--- src/rtl/mem_arbiter.sv ---
// Two-port round-robin arbiter for the shared data-memory/MMIO bus.
// Port 0 is the CPU load/store unit and port 1 is the DMA/boot loader.
// A port may hold the bus for a bounded multi-beat burst by asserting lock.
// Read data is captured one cycle after the grant.
module mem_arbiter #(
  parameter int MAX_BURST = 8
) (
  input  logic        clk,
  input  logic        rst_n,
  input  logic        r0_req,
  input  logic        r0_we,
  input  logic        r0_lock,
  input  logic [31:0] r0_addr,
  input  logic [31:0] r0_wdata,
  input  logic        r1_req,
  input  logic        r1_we,
  input  logic        r1_lock,
  input  logic [31:0] r1_addr,
  input  logic [31:0] r1_wdata,
  output logic        r0_gnt,
  output logic        r1_gnt,
  output logic        r0_rvalid,
  output logic        r1_rvalid,
  output logic [31:0] r0_rdata,
  output logic [31:0] r1_rdata,
  output logic        memwrite,
  output logic        memread,
  output logic [31:0] addr,
  output logic [31:0] writedata,
  input  logic [31:0] readdata
);

  localparam int CW      = $clog2(MAX_BURST + 1);
  // With a one-cycle burst limit there is nothing to lock, so lock is ignored.
  localparam bit LOCK_EN = (MAX_BURST > 1);

  typedef enum logic [1:0] {NONE, OWN0, OWN1} state_t;

  state_t          state_q, state_d;
  logic            last_q, last_d;
  logic [CW-1:0]   cnt_q, cnt_d;
  logic [CW-1:0]   cnt_inc;
  logic            burst_end;
  logic            gnt0, gnt1;

  // Owner state, last-granted pointer and burst counter.
  always_ff @(posedge clk or negedge rst_n) begin
    if (!rst_n) begin
      state_q <= NONE;
      last_q  <= 1'b1;
      cnt_q   <= '0;
    end else begin
      state_q <= state_d;
      last_q  <= last_d;
      cnt_q   <= cnt_d;
    end
  end

  // Arbitration and ownership transitions; an exiting owner still gets its last beat.
  always_comb begin
    state_d   = state_q;
    last_d    = last_q;
    cnt_d     = cnt_q;
    gnt0      = 1'b0;
    gnt1      = 1'b0;
    cnt_inc   = cnt_q + CW'(1);
    burst_end = (cnt_inc == CW'(MAX_BURST));
    case (state_q)
      NONE: begin
        if (r0_req && (!r1_req || last_q)) gnt0 = 1'b1;
        else if (r1_req)                   gnt1 = 1'b1;
        if (gnt0) begin
          last_d = 1'b0;
          if (r0_lock && LOCK_EN) begin
            state_d = OWN0;
            cnt_d   = CW'(1);
          end
        end
        if (gnt1) begin
          last_d = 1'b1;
          if (r1_lock && LOCK_EN) begin
            state_d = OWN1;
            cnt_d   = CW'(1);
          end
        end
      end
      OWN0: begin
        gnt0  = r0_req;
        cnt_d = cnt_inc;
        if (!r0_lock || burst_end) begin
          state_d = NONE;
          cnt_d   = '0;
        end
      end
      OWN1: begin
        gnt1  = r1_req;
        cnt_d = cnt_inc;
        if (!r1_lock || burst_end) begin
          state_d = NONE;
          cnt_d   = '0;
        end
      end
      default: begin
        state_d = NONE;
        cnt_d   = '0;
      end
    endcase
  end

  // Grants are suppressed while reset is held so no strobe reaches the bus.
  assign r0_gnt = gnt0 & rst_n;
  assign r1_gnt = gnt1 & rst_n;

  // Bus mux: granted port drives the bus, otherwise everything is zero.
  always_comb begin
    memwrite  = 1'b0;
    memread   = 1'b0;
    addr      = '0;
    writedata = '0;
    if (r0_gnt) begin
      memwrite  = r0_we;
      memread   = ~r0_we;
      addr      = r0_addr;
      writedata = r0_wdata;
    end else if (r1_gnt) begin
      memwrite  = r1_we;
      memread   = ~r1_we;
      addr      = r1_addr;
      writedata = r1_wdata;
    end
  end

  // Registered read return; rdata holds until the next read to the same port.
  always_ff @(posedge clk or negedge rst_n) begin
    if (!rst_n) begin
      r0_rvalid <= 1'b0;
      r1_rvalid <= 1'b0;
      r0_rdata  <= '0;
      r1_rdata  <= '0;
    end else begin
      r0_rvalid <= r0_gnt & ~r0_we;
      r1_rvalid <= r1_gnt & ~r1_we;
      if (r0_gnt && !r0_we) r0_rdata <= readdata;
      if (r1_gnt && !r1_we) r1_rdata <= readdata;
    end
  end

endmodule

--- config.mk ---
export PLATFORM = sky130hd
export DESIGN_NAME = mem_arbiter
export DESIGN_NICKNAME = d
export VERILOG_FILES = /design/src/rtl/mem_arbiter.sv
export SDC_FILE = /design/constraint.sdc
export NUM_CORES = 1
export LEC_CHECK = 0
export ABC_AREA = 1
export CAP_MARGIN = 10
export CORE_AREA = 3 3 116 118
export CTS_CLUSTER_SIZE = 12
export DETAILED_ROUTE_END_ITERATION = 16
export DIE_AREA = 0 0 119 121
export PLACE_DENSITY = 0.8
export SYNTH_ARGS = -nofsm -noshare
export SYNTH_HDL_FRONTEND = slang
export SYNTH_SLANG_ARGS = --single-unit
--- constraint.sdc ---
create_clock -name clk -period 2.2 [get_ports clk]
set_input_delay 0.44 -clock clk [delete_from_list [all_inputs] [get_ports clk]]
set_output_delay 0.44 -clock clk [all_outputs]
set_load 0.05 [all_outputs]
==> flow_metrics.env, run 1 <==
export IMPL_crit_family="buffers and inverters"
export IMPL_crit_slowest_cell="dfrtp_1"
export IMPL_worstReg2RegStart="state_q[0]"
export IMPL_vias=5526
export IMPL_synthFlopType="dfrtp_1"
export IMPL_critical_path_max_stage_delay_ps=400
export IMPL_ctsRootBufferMaster="clkbuf_16"
export IMPL_fin_crit_ps=2190
export IMPL_critPathBufInv=5
export IMPL_relSlewSlack_pct=39.6
export IMPL_clock_tree_buffer_depth=2
export IMPL_clock_skew_ps=4.61
export IMPL_synth_most_common_cell="nand2_1"
export IMPL_gp_congestion=0.864
export IMPL_crit_top_cell="nand2_2"
export IMPL_timing_critical_path_to="addr[2]"
export IMPL_r2r_end="r1_rdata[28]"
export IMPL_critPathArrivalTime_ps=1750
export IMPL_power_uw=9290
export IMPL_grt_pass1_vias=5319
export IMPL_grt_busiest_layer="met2"
export IMPL_drc_errors=0
export IMPL_status="finished, final reports clean"
export IMPL_hold_path_class="in2async"
export IMPL_ir_worst_vdd_mv=0.690
export IMPL_antenna_found_initial=0
export IMPL_synthCells=576
export IMPL_cts_tree="done"
export IMPL_routed_wl_mm=20.7
export IMPL_vias_per_cell=5.20
export IMPL_path_class="reg2out"
export IMPL_die_w_um=119
export IMPL_yosysTopAreaCell="dfrtp_1"
export IMPL_std_cell_rows=41
export IMPL_worstRegToRegCells=9
export IMPL_routedWlPerCell_um=19.5
export IMPL_powerDensity_nw_per_um2=1040
export IMPL_finalCritPeriodShare_pct=99.6
export IMPL_synth_top_area_share_pct=44.0
export IMPL_synth_area_per_cell_um2=7.11
export IMPL_dr_pass1_iters=6
export IMPL_numCtsBuffers=9
export IMPL_antenna_cells=0
export IMPL_max_freq_mhz=456
export IMPL_clock_latency_ps=320
export IMPL_final_max_slew_violation_count=0
export IMPL_cp_cell_sequence="inv_2, nand2_2, nor2_4, nand2_4, inv_8, buf_6, clkbuf_16, nand2_1, nand2_2, buf_12"
export IMPL_startpoint="state_q[1]"
export IMPL_grt_pass1_wl_mm=29.5
export IMPL_path_depth=10
export IMPL_worst_path_max_fanout=8
export IMPL_drt_initial_drc_count=474
export IMPL_grt_overflow=0
export IMPL_synth_commonest_cells="286 x nand2_1, 75 x nand3_1, 72 x dfrtp_1, 66 x nand4_1, 16 x clkbuf_1"
export IMPL_final_core_util_pct=71.2
export IMPL_reg2reg_slack_ps=470
export IMPL_num_io_pins=302
export IMPL_hold_viol_final=0
export IMPL_dieHeight_um=121
export IMPL_cts_max_level=3
export IMPL_drv_cap=0
export IMPL_ys_seq_area_share_pct=44.6
export IMPL_drive_above_1_share_pct=25.5
export IMPL_syn_cell_area_um2=4100
export IMPL_hpwl_mm=14.2
export IMPL_syn2layout_area_growth_pct=118
export IMPL_start_kind="register"
export IMPL_dieArea_um2=14400
export IMPL_syn_num_nets=745
export IMPL_crit_path_end_kind="output port"
export IMPL_tns_ps=0
export IMPL_coreArea_um2=12600
export IMPL_finalSetupViolCount=0
export IMPL_p_leak_uw=0.00417
export IMPL_nets=1055
export IMPL_io_buffers=301
export IMPL_yosys_cell_types_count=22
export IMPL_track_usage_pct=26.2
export IMPL_initial_core_util_pct=32.6
export IMPL_ys_ff_latch=73
export IMPL_rsz0062_at_grt="true"
export IMPL_cts_sinks=73
export IMPL_cts_hold_buf=0
export IMPL_synth_edf_count=0
export IMPL_met1_usage_pct=30.9
export IMPL_clk_transition_reported_paths_ps=50
export IMPL_yosys_warnings=0
export IMPL_required_ps=1760
export IMPL_synth_area_leaders="dfrtp_1 44%, nand2_1 26%, nand4_1 10%"
export IMPL_synthArstFlopShare_pct=100
export IMPL_ant_nets=0
export IMPL_use_met3_pct=9.88
export IMPL_grt_max_degree=74
export IMPL_met2_usage_pct=44.7
export IMPL_tightestPinTransition_ps=906
cell families after synthesis:
family / synth area share [%]
compound gates: 0.366
fa+ha+maj: 0.305
buf+inv: 7.24
flops: 44.6
simple gates: 47.5
routing by layer:
layer	vias to the layer above	wire length (µm)	part of all wire, %
met3	56	2090	10
met5	-	0	0
met4	0	631	3.0
met1	2644	7600	37
li1	2518	-	-
met2	308	10400	50
how the worst min path moves through the flow:
stage	end	slack, ps	depth (start not counted)
2_1_floorplan	cnt_q[0]	140	0
3_3_place_gp	r0_rdata[5]	450	2
3_5_place_dp	r0_rdata[19]	460	2
4_1_cts	r1_rdata[2]	390	2
5_1_grt	r1_rdata[4]	420	2
6_report	r1_rdata[10]	360	2
what timing repair did:
item / in CTS / in global routing
setup endpoints to repair: 68 / 68
setup buffers: 7 / 4
gates cloned: 3 / 6
pin swaps: 3 / 25
gates resized for setup: 50 / 65
registers in the layout, summed over array words and instances, names as in the netlist:
name and cells:
last_q 1, r1_rdata 32, r0_rdata 32, r1_rvalid 1, r0_rvalid 1, state_q 2
cnt_q 4
area by class of cell:
class / instances / area [µm²]
repair buffers: 344 / 4320
clock buffers: 11 / 233
flip-flops and latches: 73 / 1830
clock inverters: 5 / 25.0
multi-input cells: 441 / 2250
inverters: 17 / 71.3
well taps: 172 / 215
fillers: 924 / 3620
placed cells by master (no fill, tap or decap), drive strengths merged:
master / count
dlygate4sd2: 2
dfrtp: 72
inv: 15
ha: 1
bufbuf: 1
a21oi: 1
buf: 107
nor2: 3
nand3: 78
nor3: 1
dfstp: 1
nand4: 66
clkinv: 7
nand3b: 2
o21ai: 2
nand2: 286
clkdlybuf4s50: 229
clkbuf: 16
or2: 1
per-stage QoR:
| stage | hold WS [ps] | instance area, µm² | setup WS (ps) | cells |
|---|---|---|---|---|
| final | 360 | 8940 | 9.09 | 1063 |
| after global routing | 422 | 8940 | -78.5 | 1063 |
| after CTS | 387 | 8580 | 2.96 | 1053 |
| after detailed placement | 458 | 8020 | -305 | 1027 |
| after global placement | 453 | 8020 | -311 | 1027 |
| after floorplan | 144 | 4100 | 186 | 576 |
power breakdown:
group          total (µW)  internal [µW]  switching (µW)
clock                1280            753             525
sequential           2150           1850             302
combinational        5860           2210            3640
(Power assumes the default switching activity.)
==> inputs of run 2 (changes only) <==
--- a/config.mk
+++ b/config.mk
@@ -7,10 +7,11 @@
 export LEC_CHECK = 0
 export ABC_AREA = 1
 export CAP_MARGIN = 10
-export CORE_AREA = 3 3 116 118
+export CORE_ASPECT_RATIO = 1.2
+export CORE_MARGIN = 3
+export CORE_UTILIZATION = 31
 export CTS_CLUSTER_SIZE = 12
 export DETAILED_ROUTE_END_ITERATION = 16
-export DIE_AREA = 0 0 119 121
 export PLACE_DENSITY = 0.8
 export SYNTH_ARGS = -nofsm -noshare
 export SYNTH_HDL_FRONTEND = slang
==> constraint.sdc (replaced) <==
create_clock -name clk -period 2 [get_ports clk]
set_input_delay 0.4 -clock clk [delete_from_list [all_inputs] [get_ports clk]]
set_output_delay 0.4 -clock clk [all_outputs]
set_load 0.05 [all_outputs]
==> run 2 against run 1 <==
The flow now finishes with violations (setup timing). First-iteration DRC count up 42%. Worst hold slack worse by 48 ps. Sequential power up 12%. Clock-buffer cell count unchanged. Setup slack worse by 270 ps. Sequential share of layout area down 1.9 points. Critical endpoint is now writedata[6].
==> flow_metrics.env, run 2 (synthesized netlist as in run 1, its figures left out) <==
export IMPL_clock_tree_buffer_depth=2
export IMPL_coreArea_um2=12800
export IMPL_dieArea_um2=14600
export IMPL_violations="setup timing"
export IMPL_dieHeight_um=132
export IMPL_fin_crit_ps=2260
export IMPL_ant_nets=0
export IMPL_antenna_cells=0
export IMPL_ir_worst_vdd_mv=0.933
export IMPL_max_freq_mhz=443
export IMPL_seqPwrFrac_pct=21.3
export IMPL_crit_path_end_kind="output port"
export IMPL_drc_errors=0
export IMPL_switching_share_pct=48.1
export IMPL_initial_core_util_pct=32.1
export IMPL_final_cell_mix="215 x clkdlybuf4s50_1, 165 x nand2_1, 81 x buf_12, 72 x dfrtp_1"
export IMPL_start_kind="register"
export IMPL_nets=1074
export IMPL_required_ps=1600
export IMPL_finalSetupViolCount=68
export IMPL_cts_max_level=3
export IMPL_die_w_um=111
export IMPL_numCtsBuffers=9
export IMPL_num_fill_cells=755
export IMPL_hpwl_mm=13.5
export IMPL_critPathArrivalTime_ps=1860
export IMPL_powerDensity_nw_per_um2=1140
export IMPL_power_uw=11200
export IMPL_std_cell_rows=45
export IMPL_p_leak_uw=0.00459
export IMPL_gp_congestion=0.924
export IMPL_hold_path_class="in2async"
export IMPL_ctsRootBufferMaster="clkbuf_16"
export IMPL_drive_above_1_share_pct=37.1
export IMPL_p_sw_uw=5400
export IMPL_status="finished with violations"
export IMPL_cts_hold_buf=0
export IMPL_antenna_found_initial=0
export IMPL_comb_power_share_pct=62.9
export IMPL_holdWs_ps=312
export IMPL_pwr_share_clk_pct=15.8
export IMPL_reg_largest_list="r0_rdata (32), r1_rdata (32), cnt_q (4)"
export IMPL_clk_transition_reported_paths_ps=60
export IMPL_io_buffers=301
export IMPL_path_class="reg2out"
export IMPL_dr_pass1_iters=5
export IMPL_internal_power_uw=5830
export IMPL_final_common_cell="clkdlybuf4s50_1"
export IMPL_routed_wl_mm=25.2
export IMPL_grt_pass1_vias=5623
export IMPL_cts_tree="done"
export IMPL_grt_max_degree=74
export IMPL_routedWlPerCell_um=23.5
export IMPL_grt_pass1_wl_mm=32.2
export IMPL_vias=5996
export IMPL_relSlewSlack_pct=37.6
export IMPL_clock_skew_ps=8.24
export IMPL_final_max_slew_violation_count=0
export IMPL_rsz0062_at_grt="true"
export IMPL_drt_initial_drc_count=675
export IMPL_setup_ws_ps=-258
export IMPL_dp_worst_setup_slack_ps=-329
export IMPL_cts_sinks=73
export IMPL_num_io_pins=302
export IMPL_track_usage_pct=27.8
export IMPL_clock_latency_ps=330
export IMPL_vias_per_cell=5.58
export IMPL_worst_path_max_fanout=6
export IMPL_syn2layout_area_growth_pct=141
export IMPL_grt_overflow=0
export IMPL_drv_cap=0
export IMPL_hold_viol_final=0
export IMPL_finalCritPeriodShare_pct=113
export IMPL_tightestPinTransition_ps=935
-- run 2: per-layer routing --
| layer | vias to the layer above | track usage, % | wire (µm) |
|---|---|---|---|
| met5 | - | 0 | 0 |
| met4 | 0 | 14.1 | 1480 |
| met3 | 115 | 5.56 | 1980 |
| met2 | 414 | 47.9 | 12700 |
| met1 | 2902 | 32.7 | 9040 |
| li1 | 2565 | - | - |
-- run 2: area by class of cell --
class                           count  area [µm²]  area share (%)
Timing Repair Buffer              362        4530            46.0
Multi-Input combinational cell    442        2890            29.3
Sequential cell                    73        1830            18.5
Clock buffer                       11         253            2.56
Tap cell                          164         205            2.08
Clock inverter                      5        77.6           0.787
Inverter                           17        68.8           0.698
-- run 2: final timing paths --
kind                              start      endpoint  slack, ps  cells after the start
setup / recovery                 last_q  writedata[6]       -260                     10
hold / removal                    rst_n   r1_rdata[1]        310                      2
setup reg to reg                 last_q   r1_rdata[4]        120                      8
hold reg to reg            r1_rdata[15]  r1_rdata[15]        470                      2
max in group asynchronous         rst_n  r1_rdata[18]       1100                      2
min in group clk           r1_rdata[15]  r1_rdata[15]        470                      2
-- run 2: timing repair --
action	in CTS	in global routing
pin swaps	30	49
endpoints found under the hold margin	0	0
setup endpoints to repair	68	68
gates cloned	8	11
resized for setup	129	133
setup buffers	18	7
-- run 2: critical path: stages, from the launching register on --
cell       delay [ps]
dfstp_2           560
inv_4              60
nand3_4            70
nand2_2            70
inv_4              70
buf_12            110
buf_12            130
clkbuf_16         160
nand2_1            70
nand2_2            90
buf_12            140
-- run 2: power by group through the flow --
stage / clock network [µW] / logic, µW / registers [µW]
after CTS: 1790 / 6490 / 2370
final: 1780 / 7060 / 2400
after global placement: 0 / 5990 / 2370
after detailed placement: 0 / 6040 / 2390
after global routing: 1870 / 7270 / 2450
after floorplan: 0 / 1630 / 4140
-- run 2: metrics by stage --
| step | instance area (µm²) | TNS [ps] | cells | util (%) |
|---|---|---|---|---|
| after floorplan | 4100 | 0 | 576 | - |
| after global placement | 7950 | -21930 | 1019 | 62.2 |
| after detailed placement | 7950 | -22760 | 1019 | 62.2 |
| after CTS | 9090 | -10070 | 1061 | 71.2 |
| after global routing | 9850 | -14760 | 1074 | 77.1 |
| final | 9850 | -12620 | 1074 | 77.1 |
